## src/rtl/spi_adc_pkg.sv

```systemverilog
// Shared opcodes, register map and response constants for the ADC chip model.
package spi_adc_pkg;

  localparam logic [1:0]  CMD_CONVERT   = 2'b00;
  localparam logic [1:0]  CMD_ILLEGAL   = 2'b01;
  localparam logic [1:0]  CMD_WRITE     = 2'b10;
  localparam logic [1:0]  CMD_READ      = 2'b11;
  localparam logic [15:0] CMD_CALIBRATE = 16'h5500;
  localparam logic [15:0] CMD_CLEAR     = 16'h6A00;

  localparam logic [5:0]  RW_REG_LIMIT  = 6'd18;
  localparam int          NUM_RW_REGS   = 18;
  localparam logic [5:0]  ADDR_CHIP_ID  = 6'd63;
  localparam logic [7:0]  CHIP_ID       = 8'h01;

  localparam logic [7:0]  RET_WRITE     = 8'hFF;
  localparam logic [7:0]  RET_READ      = 8'h00;
  localparam logic [15:0] RESP_ZERO     = 16'h0000;
  localparam logic [15:0] RESP_ILLEGAL  = 16'hFFFF;

  localparam logic [4:0]  BIT_CNT_FULL  = 5'd16;
  localparam logic [4:0]  BIT_CNT_MAX   = 5'd17;

  typedef enum logic [1:0] {
    ST_DISARMED,
    ST_IDLE,
    ST_FRAME
  } frameState_t;

  // Read-only "INTAN" identification string at addresses 40..44.
  function automatic logic [7:0] romValue(input logic [5:0] addr);
    case (addr)
      6'd40:   romValue = 8'h49;
      6'd41:   romValue = 8'h4E;
      6'd42:   romValue = 8'h54;
      6'd43:   romValue = 8'h41;
      6'd44:   romValue = 8'h4E;
      default: romValue = 8'h00;
    endcase
  endfunction

endpackage

```

## src/rtl/spi_adc_regfile.sv

```systemverilog
// Register file of the ADC chip model: 18 RW bytes, ROM id string and chip id.
module spi_adc_regfile (
  input  logic       clk,
  input  logic       rst,
  input  logic       i_wrEn,
  input  logic [5:0] i_addr,
  input  logic [7:0] i_wrData,
  output logic [7:0] o_rdData,
  output logic [7:0] o_reg3Q
);
  import spi_adc_pkg::*;

  logic [7:0] r_regs [NUM_RW_REGS];

  always_ff @(posedge clk or posedge rst) begin
    if (rst) begin
      for (int i = 0; i < NUM_RW_REGS; i++) r_regs[i] <= '0;
    end else if (i_wrEn && (i_addr < RW_REG_LIMIT)) begin
      r_regs[i_addr[4:0]] <= i_wrData;
    end
  end

  always_comb begin
    o_rdData = 8'h00;
    if (i_addr < RW_REG_LIMIT)       o_rdData = r_regs[i_addr[4:0]];
    else if (i_addr == ADDR_CHIP_ID) o_rdData = CHIP_ID;
    else                             o_rdData = romValue(i_addr);
  end

  assign o_reg3Q = r_regs[3];

endmodule

```

## src/rtl/spi_adc_responder.sv

```systemverilog
// SPI mode-0 slave modelling the 16-bit-command ADC chip (loopback / stand-in for the real part).
// Define SPI_RESP_LATENCY2_EN for the chip-accurate two-frame response latency; default is one frame.
module spi_adc_responder #(
  parameter int CAL_FRAMES = 9,
  parameter int CNT_W      = 10
) (
  input  logic        clk,
  input  logic        rst,
  input  logic        i_sclk,
  input  logic        i_cs,
  input  logic        i_mosi,
  output logic        o_miso,
  output logic [7:0]  o_reg3Q,
  output logic        o_frameDone,
  output logic        o_frameErr,
  output logic [15:0] o_cmdQ
);
  import spi_adc_pkg::*;

  localparam int CAL_W = $clog2(CAL_FRAMES + 1);

  logic              r_sclkMeta, r_sclkSync, r_sclkDly;
  logic              r_csMeta, r_csSync;
  logic              r_mosiMeta, r_mosiSync;
  frameState_t       r_state;
  logic [4:0]        r_bitCnt;
  logic [15:0]       r_rxSr, r_txSr, r_cmdQ;
  logic              r_frameDone, r_frameErr;
  logic [CNT_W-1:0]  r_convCnt;
  logic [CAL_W-1:0]  r_calLeft;
  logic [15:0]       r_pipe0;
  logic              w_sclkRise, w_sclkFall, w_exec;
  logic [15:0]       w_resp, w_respOut;
  logic              w_wrCmd, w_convInc, w_convClr, w_calStart;
  logic [7:0]        w_rdData;

  // Synchronizers reset to 0 so a frame already running at reset release never looks like cs high.
  always_ff @(posedge clk or posedge rst) begin
    if (rst) begin
      r_sclkMeta <= 1'b0; r_sclkSync <= 1'b0; r_sclkDly <= 1'b0;
      r_csMeta   <= 1'b0; r_csSync   <= 1'b0;
      r_mosiMeta <= 1'b0; r_mosiSync <= 1'b0;
    end else begin
      r_sclkMeta <= i_sclk; r_sclkSync <= r_sclkMeta; r_sclkDly <= r_sclkSync;
      r_csMeta   <= i_cs;   r_csSync   <= r_csMeta;
      r_mosiMeta <= i_mosi; r_mosiSync <= r_mosiMeta;
    end
  end

  assign w_sclkRise = r_sclkSync & ~r_sclkDly;
  assign w_sclkFall = ~r_sclkSync & r_sclkDly;
  assign w_exec     = (r_state == ST_FRAME) && r_csSync && (r_bitCnt == BIT_CNT_FULL);

  // Frame FSM; cs rising is checked first so a coincident sclk edge is dropped.
  always_ff @(posedge clk or posedge rst) begin
    if (rst) begin
      r_state     <= ST_DISARMED;
      r_bitCnt    <= '0;
      r_rxSr      <= '0;
      r_txSr      <= '0;
      r_cmdQ      <= '0;
      r_frameDone <= 1'b0;
      r_frameErr  <= 1'b0;
    end else begin
      r_frameDone <= 1'b0;
      r_frameErr  <= 1'b0;
      case (r_state)
        ST_DISARMED: if (r_csSync) r_state <= ST_IDLE;
        ST_IDLE: begin
          if (!r_csSync) begin
            r_state  <= ST_FRAME;
            r_bitCnt <= '0;
            r_txSr   <= w_respOut;
          end
        end
        ST_FRAME: begin
          if (r_csSync) begin
            r_state <= ST_IDLE;
            if (r_bitCnt == BIT_CNT_FULL) begin
              r_frameDone <= 1'b1;
              r_cmdQ      <= r_rxSr;
            end else begin
              r_frameErr <= 1'b1;
            end
          end else if (w_sclkRise) begin
            r_rxSr <= {r_rxSr[14:0], r_mosiSync};
            if (r_bitCnt != BIT_CNT_MAX) r_bitCnt <= r_bitCnt + 1'b1;
          end else if (w_sclkFall) begin
            r_txSr <= {r_txSr[14:0], 1'b0};
          end
        end
        default: r_state <= ST_DISARMED;
      endcase
    end
  end

  always_comb begin
    w_resp     = RESP_ZERO;
    w_wrCmd    = 1'b0;
    w_convInc  = 1'b0;
    w_convClr  = 1'b0;
    w_calStart = 1'b0;
    if (r_calLeft != '0) begin
      w_resp = RESP_ZERO;
    end else if (r_rxSr == CMD_CALIBRATE) begin
      w_calStart = 1'b1;
    end else if (r_rxSr == CMD_CLEAR) begin
      w_convClr = 1'b1;
    end else begin
      case (r_rxSr[15:14])
        CMD_CONVERT: begin
          w_resp    = {r_rxSr[13:8], 10'(r_convCnt)};
          w_convInc = 1'b1;
        end
        CMD_WRITE: begin
          w_resp  = {RET_WRITE, r_rxSr[7:0]};
          w_wrCmd = 1'b1;
        end
        CMD_READ:    w_resp = {RET_READ, w_rdData};
        CMD_ILLEGAL: w_resp = RESP_ILLEGAL;
        default:     w_resp = RESP_ILLEGAL;
      endcase
    end
  end

  spi_adc_regfile u_regfile (
    .clk      (clk),
    .rst      (rst),
    .i_wrEn   (w_exec & w_wrCmd),
    .i_addr   (r_rxSr[13:8]),
    .i_wrData (r_rxSr[7:0]),
    .o_rdData (w_rdData),
    .o_reg3Q  (o_reg3Q)
  );

`ifdef SPI_RESP_LATENCY2_EN
  logic [15:0] r_pipe1;
  assign w_respOut = r_pipe1;
`else
  assign w_respOut = r_pipe0;
`endif

  // Conversion counter, calibration skip counter and response pipeline only move on a good frame.
  always_ff @(posedge clk or posedge rst) begin
    if (rst) begin
      r_convCnt <= '0;
      r_calLeft <= '0;
      r_pipe0   <= RESP_ZERO;
`ifdef SPI_RESP_LATENCY2_EN
      r_pipe1   <= RESP_ZERO;
`endif
    end else if (w_exec) begin
      r_pipe0 <= w_resp;
`ifdef SPI_RESP_LATENCY2_EN
      r_pipe1 <= r_pipe0;
`endif
      if (r_calLeft != '0)  r_calLeft <= r_calLeft - 1'b1;
      else if (w_calStart)  r_calLeft <= CAL_W'(CAL_FRAMES);
      if (w_convClr)        r_convCnt <= '0;
      else if (w_convInc)   r_convCnt <= r_convCnt + 1'b1;
    end
  end

  assign o_miso      = ~r_csSync & r_txSr[15];
  assign o_frameDone = r_frameDone;
  assign o_frameErr  = r_frameErr;
  assign o_cmdQ      = r_cmdQ;

endmodule

```

## config.mk

```make
export PLATFORM = sky130hd
export DESIGN_NAME = spi_adc_responder
export DESIGN_NICKNAME = d
export VERILOG_FILES = /design/src/rtl/spi_adc_pkg.sv /design/src/rtl/spi_adc_regfile.sv /design/src/rtl/spi_adc_responder.sv
export SDC_FILE = /design/constraint.sdc
export NUM_CORES = 1
export LEC_CHECK = 0
export BUFFER_PORTS_ARGS = -buffer_cell sky130_fd_sc_hd__buf_2
export CAP_MARGIN = 40
export CORE_MARGIN = 2
export CORE_UTILIZATION = 42
export CTS_BUF_LIST = sky130_fd_sc_hd__clkbuf_8
export CTS_CLUSTER_SIZE = 16
export DETAILED_ROUTE_END_ITERATION = 10
export PLACE_DENSITY = 0.54
export SETUP_SLACK_MARGIN = 0.2
export SLEW_MARGIN = 20
export SYNTH_ARGS = -nofsm -noshare
export SYNTH_HDL_FRONTEND = slang
export SYNTH_SLANG_ARGS = --single-unit
export TNS_END_PERCENT = 5
```

## constraint.sdc

```tcl
create_clock -name clk -period 9.65 [get_ports clk]
set_clock_uncertainty 0.15 [all_clocks]
set_input_delay 1.93 -clock clk [delete_from_list [all_inputs] [get_ports clk]]
set_output_delay 1.93 -clock clk [all_outputs]
set_load 0.05 [all_outputs]
```

==> results of run 1 <==
==> cells in the mapped netlist, types with 4 or more instances <==
cell type / instances
sky130_fd_sc_hd__nand2_1: 87
sky130_fd_sc_hd__mux4_2: 20
sky130_fd_sc_hd__a221oi_1: 4
sky130_fd_sc_hd__a21boi_0: 5
sky130_fd_sc_hd__clkbuf_1: 40
sky130_fd_sc_hd__nor3_1: 5
sky130_fd_sc_hd__nand4_1: 6
sky130_fd_sc_hd__mux2_4: 24
sky130_fd_sc_hd__a21oi_1: 18
sky130_fd_sc_hd__and3_1: 5
sky130_fd_sc_hd__buf_2: 12
sky130_fd_sc_hd__a2111oi_0: 4
sky130_fd_sc_hd__nand2b_1: 9
sky130_fd_sc_hd__o211ai_1: 4
sky130_fd_sc_hd__mux2_2: 160
sky130_fd_sc_hd__o31ai_1: 10
sky130_fd_sc_hd__dfrtp_1: 238
sky130_fd_sc_hd__a22oi_1: 5
sky130_fd_sc_hd__buf_1: 7
sky130_fd_sc_hd__a31oi_1: 16
sky130_fd_sc_hd__nand3_1: 9
sky130_fd_sc_hd__o21ai_0: 43
sky130_fd_sc_hd__xor2_1: 6
sky130_fd_sc_hd__inv_1: 12
sky130_fd_sc_hd__ha_1: 9
sky130_fd_sc_hd__nor2b_1: 15
sky130_fd_sc_hd__nor2_1: 36
sky130_fd_sc_hd__mux2i_1: 20
sky130_fd_sc_hd__buf_4: 8
sky130_fd_sc_hd__nand4_2: 8
sky130_fd_sc_hd__nand2_2: 7
sky130_fd_sc_hd__and2_1: 6
sky130_fd_sc_hd__and4_1: 4
==> cell families after synthesis <==
group | Yosys count | share of synthesized area [%]
multiplexers | 224 | 24.66
adder cells (fa/ha/maj) | 9 | 0.9874
XOR/XNOR | 6 | 0.4608
AO/OA/AOI/OAI | 134 | 7.614
flip-flops | 238 | 52.22
buffers and inverters | 84 | 3.368
AND/OR/NAND/NOR | 223 | 10.69
==> power by group <==
group	switching [mW]	internal, mW	leakage (nW)
logic	0.0588	0.0238	2.30
registers	0.0114	1.02	3.27
clock network	0.424	0.549	0.490
==> state kept, by name (all words and copies together) (netlist names) <==
register / cells
r_csMeta: 1
r_convCnt: 10
o_cmdQ: 16
r_csSync: 1
r_sclkSync: 1
r_rxSr: 16
r_sclkDly: 1
r_pipe0: 16
u_regfile.o_reg3Q: 8
r_mosiMeta: 1
r_sclkMeta: 1
r_txSr: 16
o_frameErr: 1
r_state: 2
r_bitCnt: 5
u_regfile.r_regs: 136
r_calLeft: 4
r_mosiSync: 1
o_frameDone: 1
==> layer usage <==
metal  track usage, %  vias to the layer above  part of all wire (%)
met5                0                        -                     0
met4            6.522                        0                   2.4
met3            3.273                       51                   3.7
met2            31.34                      139                    46
met1            28.39                     3784                    48
li1                 -                     3385                     -
==> placed cells by master (no fill, tap or decap), types with 6 or more instances in the layout <==
| master | instances |
|---|---|
| sky130_fd_sc_hd__ha_1 | 9 |
| sky130_fd_sc_hd__mux2_2 | 160 |
| sky130_fd_sc_hd__inv_1 | 19 |
| sky130_fd_sc_hd__a31oi_1 | 16 |
| sky130_fd_sc_hd__clkbuf_8 | 60 |
| sky130_fd_sc_hd__mux4_2 | 20 |
| sky130_fd_sc_hd__nand4_1 | 6 |
| sky130_fd_sc_hd__a21oi_1 | 18 |
| sky130_fd_sc_hd__nor2_1 | 36 |
| sky130_fd_sc_hd__nand4_2 | 8 |
| sky130_fd_sc_hd__buf_4 | 19 |
| sky130_fd_sc_hd__xor2_1 | 6 |
| sky130_fd_sc_hd__nand2_2 | 7 |
| sky130_fd_sc_hd__nand2_1 | 87 |
| sky130_fd_sc_hd__and2_1 | 6 |
| sky130_fd_sc_hd__o31ai_1 | 10 |
| sky130_fd_sc_hd__nand3_1 | 8 |
| sky130_fd_sc_hd__mux2_4 | 24 |
| sky130_fd_sc_hd__mux2i_1 | 20 |
| sky130_fd_sc_hd__dfrtp_1 | 236 |
| sky130_fd_sc_hd__buf_2 | 32 |
| sky130_fd_sc_hd__nand2b_1 | 9 |
| sky130_fd_sc_hd__o21ai_0 | 43 |
| sky130_fd_sc_hd__nor2b_1 | 15 |
==> critical path: stages, from the launching register on <==
cell	delay (ns)
sky130_fd_sc_hd__dfrtp_1	0.54
sky130_fd_sc_hd__buf_6	0.24
sky130_fd_sc_hd__or4_1	0.56
sky130_fd_sc_hd__nor4_4	0.60
sky130_fd_sc_hd__or4_1	0.42
sky130_fd_sc_hd__a21o_1	0.65
sky130_fd_sc_hd__o21ai_0	0.20
==> layout make-up <==
| class | instances | area (sq um) |
|---|---|---|
| flip-flops and latches | 238 | 5958 |
| well taps | 341 | 426.7 |
| fillers | 2470 | 13980 |
| clock buffers | 60 | 825.8 |
| multi-input cells | 596 | 5079 |
| clock inverters | 13 | 61.31 |
| repair buffers | 56 | 416.7 |
| inverters | 13 | 56.30 |
==> metrics by stage <==
step	power (mW)	cells	util [%]	setup WS (ns)	area [sq um]
floorplan	1.101	918	-	1.039	11400
global placement	1.128	1238	44.09	5.894	11820
detailed placement	1.131	1240	44.19	5.994	11840
CTS	2.110	1313	47.50	6.016	12730
global route	2.172	1317	47.85	5.889	12820
finish	2.086	1317	47.85	6.102	12820
==> worst min-delay path by stage <==
stage                             to        from  cells after the start  slack [ns]
after floorplan             r_csSync    r_csMeta                      0        0.18
after global placement    r_mosiSync  r_mosiMeta                      0        0.18
after detailed placement  r_mosiSync  r_mosiMeta                      0        0.19
after CTS                 r_mosiSync  r_mosiMeta                      0        0.20
after global routing      r_mosiSync  r_mosiMeta                      0        0.21
final                     r_mosiSync  r_mosiMeta                      0        0.20
==> summary.md, run 1 <==
Startpoint type of the worst setup path: a flop. In this run the worst setup path begins at r_rxSr[5]. The via count of the first global-routing pass was 7501. End point of the critical path: r_pipe0[13]. In this run the remaining antenna-violating nets after routing total 0. Dividing the detail-routed wire length by the instance count gives 21.03 microns. Across the run, the number of max-cap violations was 0. The logs give 238 for the number of clock sinks and 0 for the count of cells resized by post-cts repair.

Setup repair after global routing left no endpoint under its margin. The total area inside the core boundary comes to 26800 sq um. The final layout contains 962 nets. When the netlist entered floorplanning its net count stood at 932.

After detailed routing, the number of vias per cell comes to 5.588. The width of the die was 168.8 microns. From bottom edge to top edge, the die measures 168.8 microns. The run gives 16990 microns as the HPWL after detailed placement. Leading area contributor after synthesis: sky130_fd_sc_hd__dfrtp_1. The number of diodes is 0, and the clock-pin slew of the registers on the worst-case setup and hold paths is 0.06 ns. Setup violations remaining at the end of the flow were counted as 0. Based on the critical path, the design can be clocked at up to 281.9 MHz.

At the pin with the least slew margin, the transition time is 0.7976 ns. The logs give 0 for the number of pins with negative max-slew slack in the final report and 62 for the number of distinct standard cells referenced by the synthesized netlist. In this run the register-to-register setup slack is 6.10 ns. Sorting the synthesized cells by area gives the leading types as sky130_fd_sc_hd__dfrtp_1 (52%), sky130_fd_sc_hd__mux2_2 (16%), sky130_fd_sc_hd__mux4_2 (3.9%), sky130_fd_sc_hd__mux2_4 (3.2%), sky130_fd_sc_hd__nand2_1 (2.9%). For the number of remaining DRC errors, the log shows 0. For the maximum vdd ir drop, the log shows 89.77 uV. Of the post-synthesis cell area, the dominant cell type holds 52.22%. The global-route wire length before repair is 44280 microns, and the routed wire length is 27700 microns. The floorplan step defined a die boundary enclosing 28490 sq um. Input and output buffers added on the ports amount to 31. The number of hold violations in the final report is 0, and the initial antenna violation count is 0. Number of enable-type register cells in the synthesized netlist: 0. The flow ran to the end, and the final reports show no timing, DRC or antenna violations.

The first detailed-routing pass ran for 5 iterations. The area growth from synthesis to layout is 12.44%. The logs give 0.7737 for the final weighted congestion of routability-driven global placement and 42.55% for the initial core utilization. Across all layers, the routed design uses 7359 vias.

In this run the critical register-to-register path is launched from r_rxSr[5]. Async set-or-reset flop fraction in the synthesized netlist: 100.0%. Entering global routing, the biggest net connects 115 pins. STA puts the critical path data required time at 9.89 ns. The final critical path takes up 36.77% of the cycle. The insertion delay to the later sink of the worst-skew pair was 0.55 ns; the total routing usage reported by global routing was 19.96%. TritonCTS built the clock tree. The tightest min-delay check is of the flop to flop type. Sequential cells were found to cover 52.22% of the synthesized design area. Among all flip-flop cells after synthesis, the most frequent one is sky130_fd_sc_hd__dfrtp_1. The master cell of the clock root buffer is sky130_fd_sc_hd__clkbuf_8.

The post-route netlist has 36.48% of its cells at a drive strength greater than 1. The number of cells on the worst reg-to-reg path is 6. After synthesis the cells add up to 11400 sq um. The tools report the synthesis warning total as 0. The depth of the CTS H-tree came out at 2. Adding up every negative setup slack in the final design gives 0 ns. In this run the post-CTS setup repair buffer count came out at 0. The analysis attributes to cell leakage a power of 6.065 nW. No sink is reached through more buffers than the 3 on the longest clock path. The endpoint identified for the worst register-to-register timing path is r_pipe0[13]. 32 I/O pins were placed. For the number of DRC markers after the initial detailed-route iteration, the log shows 440. The maximum net fanout on the critical path came out at 23. The tools report the endpoint class of the critical path as a flop.

In this run the mean area of a mapped cell was 12.42 sq um. The hold-fix buffer count after cts is 0. The CTS buffer count is 43. Synthesis inferred 238 register bits. The worst path needs 3.548 ns of the cycle, external delays included. The cell area power density is 162.6 nW/um^2.

Synthesis produced a netlist whose cell count is 918. Measured against its own limit, the worst slew margin works out to 46.83%. For the worst setup path, the data arrival time is 3.79 ns. The critical path is of the flop to flop type.

The standard-cell row count was 60; the worst hold slack was 0.1972 ns. The run gives 0 as the total grt overflow.
(Power assumes the default switching activity.)
==> run 2, diff against run 1 <==
--- a/config.mk
+++ b/config.mk
@@ -5,6 +5,7 @@
 export SDC_FILE = /design/constraint.sdc
 export NUM_CORES = 1
 export LEC_CHECK = 0
+export ABC_AREA = 1
 export BUFFER_PORTS_ARGS = -buffer_cell sky130_fd_sc_hd__buf_2
 export CAP_MARGIN = 40
 export CORE_MARGIN = 2
==> constraint.sdc (replaced) <==
create_clock -name clk -period 3.4 [get_ports clk]
set_clock_uncertainty 0.15 [all_clocks]
set_input_delay 0.68 -clock clk [delete_from_list [all_inputs] [get_ports clk]]
set_output_delay 0.68 -clock clk [all_outputs]
set_load 0.05 [all_outputs]
==> run 2 against run 1 <==
Against the previous run: critical path type unchanged; final cell count up 27%; routed wire length up 8.3%; via count up 19%; worst setup slack worse by 5.3 ns; count of clock-buffer cells in the layout down 2; clock power rose to 2.9 times the previous value.
==> summary.md, run 2 <==
The hold path depth was 1 (was 0). The required arrival time at the worst endpoint was 3.70 ns (was 9.89 ns); the number of pins with negative max-slew slack in the final report was 0 (unchanged). Total routing usage reported by global routing: 21.81% (was 19.96%). The net switching fraction of the power works out to 24.28% (was 23.70%).

Synth top area cells: sky130_fd_sc_hd__dfrtp_1 (54%), sky130_fd_sc_hd__nand2_1 (12%), sky130_fd_sc_hd__o21ai_0 (6.7%), sky130_fd_sc_hd__o21ai_1 (4.1%), sky130_fd_sc_hd__inv_1 (4.0%) (was sky130_fd_sc_hd__dfrtp_1 (52%), sky130_fd_sc_hd__mux2_2 (16%), sky130_fd_sc_hd__mux4_2 (3.9%), sky130_fd_sc_hd__mux2_4 (3.2%), sky130_fd_sc_hd__nand2_1 (2.9%)). The run gives 4.535 mW (was 1.591 mW) as the internal power consumption. The most used flip-flop cell after synthesis was sky130_fd_sc_hd__dfrtp_1 (unchanged). The per-cell routed wire length came out at 17.89 microns (was 21.03 microns).

The top register by number of flip-flops is u_regfile.r_regs (unchanged). Synth top cells by count: sky130_fd_sc_hd__nand2_1 (350), sky130_fd_sc_hd__dfrtp_1 (238), sky130_fd_sc_hd__o21ai_0 (147) (was sky130_fd_sc_hd__dfrtp_1 (238), sky130_fd_sc_hd__mux2_2 (160), sky130_fd_sc_hd__nand2_1 (87)). The number of flip-flops in the largest register works out to 136 (unchanged). Ordered cell list for the critical path: inv_2 -> nor2_4 -> nand2_4 -> nor3_4 -> nand2_4 -> a21oi_4 -> nand4_1 -> o21ai_1 (was buf_6 -> or4_1 -> nor4_4 -> or4_1 -> a21o_1 -> o21ai_0). The standard-cell row count was 59 (was 60). The initial core utilization came out at 42.65% (was 42.55%). The flow ran to the end, and the final reports show no timing, DRC or antenna violations.

The most frequent cell after synthesis is sky130_fd_sc_hd__nand2_1 (was sky130_fd_sc_hd__dfrtp_1). The tools report the pin count of the biggest net entering global routing as 52 (was 115). The number of clock sinks came out at 238 (unchanged). The final weighted congestion of routability-driven global placement is 0.8673 (was 0.7737), and the delay of the slowest cell on the worst path is 0.58 ns (was 0.65 ns). The tools report the clock tree buffer depth as 3 (unchanged). The worst max-slew margin expressed relative to the limit was 53.41% (was 46.83%).

The master cell of the clock root buffer is sky130_fd_sc_hd__clkbuf_8 (unchanged). The via count of the first global-routing pass is 8362 (was 7501), and the number of distinct standard cells referenced by the synthesized netlist is 41 (was 62). The clock period minus final worst setup slack came out at 2.604 ns (was 3.548 ns). The HPWL after detailed placement was 20360 microns (was 16990 microns); the worst-case reg-to-reg path depth was 8 (was 6). Ratio of routed vias to standard cells: 5.206 (was 5.588). Highest-count cells in the layout ignoring fill and taps: sky130_fd_sc_hd__nand2_1 (350), sky130_fd_sc_hd__dfrtp_1 (238), sky130_fd_sc_hd__o21ai_0 (147), sky130_fd_sc_hd__inv_1 (125), sky130_fd_sc_hd__o21ai_1 (91) (was sky130_fd_sc_hd__dfrtp_1 (236), sky130_fd_sc_hd__mux2_2 (160), sky130_fd_sc_hd__nand2_1 (87), sky130_fd_sc_hd__clkbuf_8 (60), sky130_fd_sc_hd__o21ai_0 (43)).

Post-route clock period utilization: 76.60% (was 36.77%). The CTS buffer count was 43 (unchanged). The cell area power density is 481.3 nW/um^2 (was 162.6 nW/um^2). The area fraction of the dominant cell type after synthesis was 53.89% (was 52.22%); the worst setup slack before clock tree synthesis was 0.8735 ns (was 5.994 ns). Initial antenna violation count: 0 (unchanged). The sequential cell area in the final layout was 5956 sq um (was 5958 sq um); the number of nets in the synthesized netlist was 1295 (was 932). The synthesis warning total is 0 (unchanged). The gate family responsible for the most delay along the worst path is simple AND/OR/NAND/NOR gates (unchanged). The tools report the worst min-delay path endpoint as r_sclkMeta (was r_mosiSync). The count of cells resized by post-cts repair came out at 0 (unchanged). Slowest stage cell on the critical path: sky130_fd_sc_hd__dfrtp_1 (was sky130_fd_sc_hd__a21o_1). Async set-or-reset flop fraction in the synthesized netlist: 100.0% (unchanged). The hold-fix buffer count after cts came out at 1 (was 0).

The routed wire length is 30000 microns (was 27700 microns). The maximum vdd ir drop was 284.5 uV (was 89.77 uV); the post-route total power was 5.990 mW (was 2.086 mW). The number of diodes was 0 (unchanged). The startpoint type of the worst setup path was a flop (unchanged).

The logs give 0 (unchanged) for the post-route antenna net violation count and 2482 (was 2470) for the filler cell count. The worst path arrival time was 2.90 ns (was 3.79 ns); the total grt overflow was 0 (unchanged). The depth of the CTS H-tree is 2 (unchanged). The tools report the worst reg2reg path startpoint as r_rxSr[9] (was r_rxSr[5]).

The sequential fraction of the synthesis area was 53.89% (was 52.22%); the width of the die was 166.2 microns (was 168.8 microns). The number of buffers added for setup after CTS is 0 (unchanged), and the total via count after detailed routing is 8730 (was 7359). The die boundary height works out to 166.2 microns (was 168.8 microns). Commonest non-fill, non-tap cell in the layout: sky130_fd_sc_hd__nand2_1 (was sky130_fd_sc_hd__dfrtp_1). The number of port buffers works out to 31 (unchanged). The global-route wire length before repair is 47960 microns (was 44280 microns), and the clock-pin slew of the registers on the worst-case setup and hold paths is 0.06 ns (about the same). The buffer and inverter count on the worst path was 1 (unchanged). The number of remaining DRC errors is 0 (unchanged). The slew at the pin closest to its max-slew limit was 0.6915 ns (was 0.7976 ns). Synthesized area: 11050 sq um (was 11400 sq um). The worst hold slack is 0.09456 ns (was 0.1972 ns).

The leading area contributor after synthesis was sky130_fd_sc_hd__dfrtp_1 (unchanged). The tools report the endpoint class of the critical path as a flop (unchanged). The number of cells in the design after placement was 1600 (was 1240); the layout cell share with drive strength beyond 1 was 13.26% (was 36.48%). The register bit count reported by yosys was 238 (unchanged); the number of DRC markers after the initial detailed-route iteration was 778 (was 440).

The first-pass detailed-route iteration total was 5 (unchanged). The slack of the critical path came out at 0.7956 ns (was 6.102 ns). The number of enable-type register cells in the synthesized netlist came out at 0 (unchanged).

Endpoint of the worst-slack reg-to-reg timing path: r_convCnt[5] (was r_pipe0[13]). The tools report the total of endpoints with negative setup slack in the final report as 0 (unchanged). The class of the tightest hold or removal check was input port to flop (was flop to flop). Setup repair after global routing left no endpoint under its margin. The tools report the leakage power summed over all cells as 6.016 nW (was 6.065 nW). The run gives 25910 sq um (was 26800 sq um) as the area of the core. The proportion of power drawn by flip-flops and latches is 48.4% (was 49.4%). The post-synthesis average cell area works out to 8.628 sq um (was 12.42 sq um). For the area occupied by multi-input gates, the log shows 4219 sq um (was 5079 sq um). The most prevalent standard cell on the critical path is sky130_fd_sc_hd__nand2_4 (was sky130_fd_sc_hd__or4_1).

The share of power burned in combinational logic is 4.7% (was 4.0%), and the overall die area is 27630 sq um (was 28490 sq um). The maximum operating frequency is 384.0 MHz (was 281.9 MHz), and the maximum net fanout on the critical path is 14 (was 23). For the number of hold violations in the final report, the log shows 0 (unchanged).

The area growth from synthesis to layout was 12.59% (was 12.44%); the post-layout instance count excluding filler cells was 1677 (was 1317). Count of pins on the block boundary: 32 (unchanged). The logs give 0.80 ns (was 6.10 ns) for the register-to-register setup slack and 1.454 mW (was 0.4943 mW) for the switching power summed over all nets. Worst hold path startpoint: i_sclk (was r_mosiMeta). Number of violations of the max-capacitance limit: 0 (unchanged).

The insertion delay to the later sink of the worst-skew pair is 0.54 ns (was 0.55 ns), and the net count of the finished layout is 1325 (was 962). TritonCTS built the clock tree. Post-route core utilization: 48.02% (was 47.85%).

The part of the power in the clock network was 46.8% (was 46.6%). The number of instances in the synthesized netlist is 1281 (was 918). The type of the worst setup path was flop to flop (unchanged).
## run 2: cell types whose count changed after synthesis, sizes merged, moves of 16 or more
cell / delta
a22oi: +19
a31oi: -16
inv: +111
mux2: -184
mux2i: -20
mux4: -20
nand2: +280
nor2: +19
o21ai: +195
o22ai: +30
## run 2: area by class of cell
class                           count  area share, %
Sequential cell                   238          47.86
Multi-Input combinational cell    843          33.91
Clock buffer                       58          6.415
Inverter                          126          3.851
Timing Repair Buffer               59          3.720
Tap cell                          335          3.369
Clock inverter                     18         0.8748
## run 2: worst reg2reg max path, stage by stage, from the launching register on
cell and delay (ns):
sky130_fd_sc_hd__dfrtp_1 0.58, sky130_fd_sc_hd__inv_2 0.19, sky130_fd_sc_hd__nor2_4 0.47, sky130_fd_sc_hd__nand2_4 0.13
sky130_fd_sc_hd__nor3_4 0.26, sky130_fd_sc_hd__nand2_4 0.14, sky130_fd_sc_hd__a21oi_4 0.35, sky130_fd_sc_hd__nand4_1 0.14
sky130_fd_sc_hd__o21ai_1 0.11
## run 2: how the worst max path moves through the flow
stage	start	endpoint	slack [ns]	depth (start not counted)
2_1_floorplan	rst	o_cmdQ[0]	-0.55	1
3_3_place_gp	r_rxSr[9]	u_regfile.r_regs[79]	0.88	11
3_5_place_dp	r_rxSr[9]	r_convCnt[5]	0.87	8
4_1_cts	r_rxSr[9]	r_convCnt[5]	0.83	8
5_1_grt	r_rxSr[9]	u_regfile.r_regs[33]	0.63	10
6_report	r_rxSr[9]	r_convCnt[5]	0.80	8
## run 2: layer usage
| metal | wire (microns) | up-vias | GRT usage [%] |
|---|---|---|---|
| met5 | 0 | - | 0 |
| met4 | 535 | 0 | 5.735 |
| met3 | 1431 | 41 | 3.217 |
| met2 | 13200 | 234 | 32.78 |
| met1 | 14840 | 4174 | 33.10 |
| li1 | - | 4281 | - |
## run 2: power groups by stage
stage          clock (mW)  combinational, mW  sequential, mW
6_report             2.81              0.283            2.90
5_1_grt              3.02              0.317            2.90
4_1_cts              2.87              0.287            2.90
3_5_place_dp            0              0.286            2.95
3_3_place_gp            0              0.280            2.95
2_1_floorplan           0              0.164            2.95
## run 2: logic make-up (layout without fill, tap and decap cells)
logic type	count (synthesis)	count (layout)	synth area share (%)
AOI/OAI and AO/OA	346	346	17.55
xor gates and xnor gates	6	6	0.4755
adders and majority gates	9	9	1.019
buffers and inverters	200	261	7.936
DFF	238	238	53.89
and+or+nand+nor	482	482	19.13
## run 2: per-stage QoR
stage / setup TNS, ns / instance area (sq um)
4_1_cts: 0 / 12440
6_report: 0 / 12440
3_5_place_dp: 0 / 11530
3_3_place_gp: 0 / 11490
2_1_floorplan: -130.87 / 11060
5_1_grt: 0 / 12440
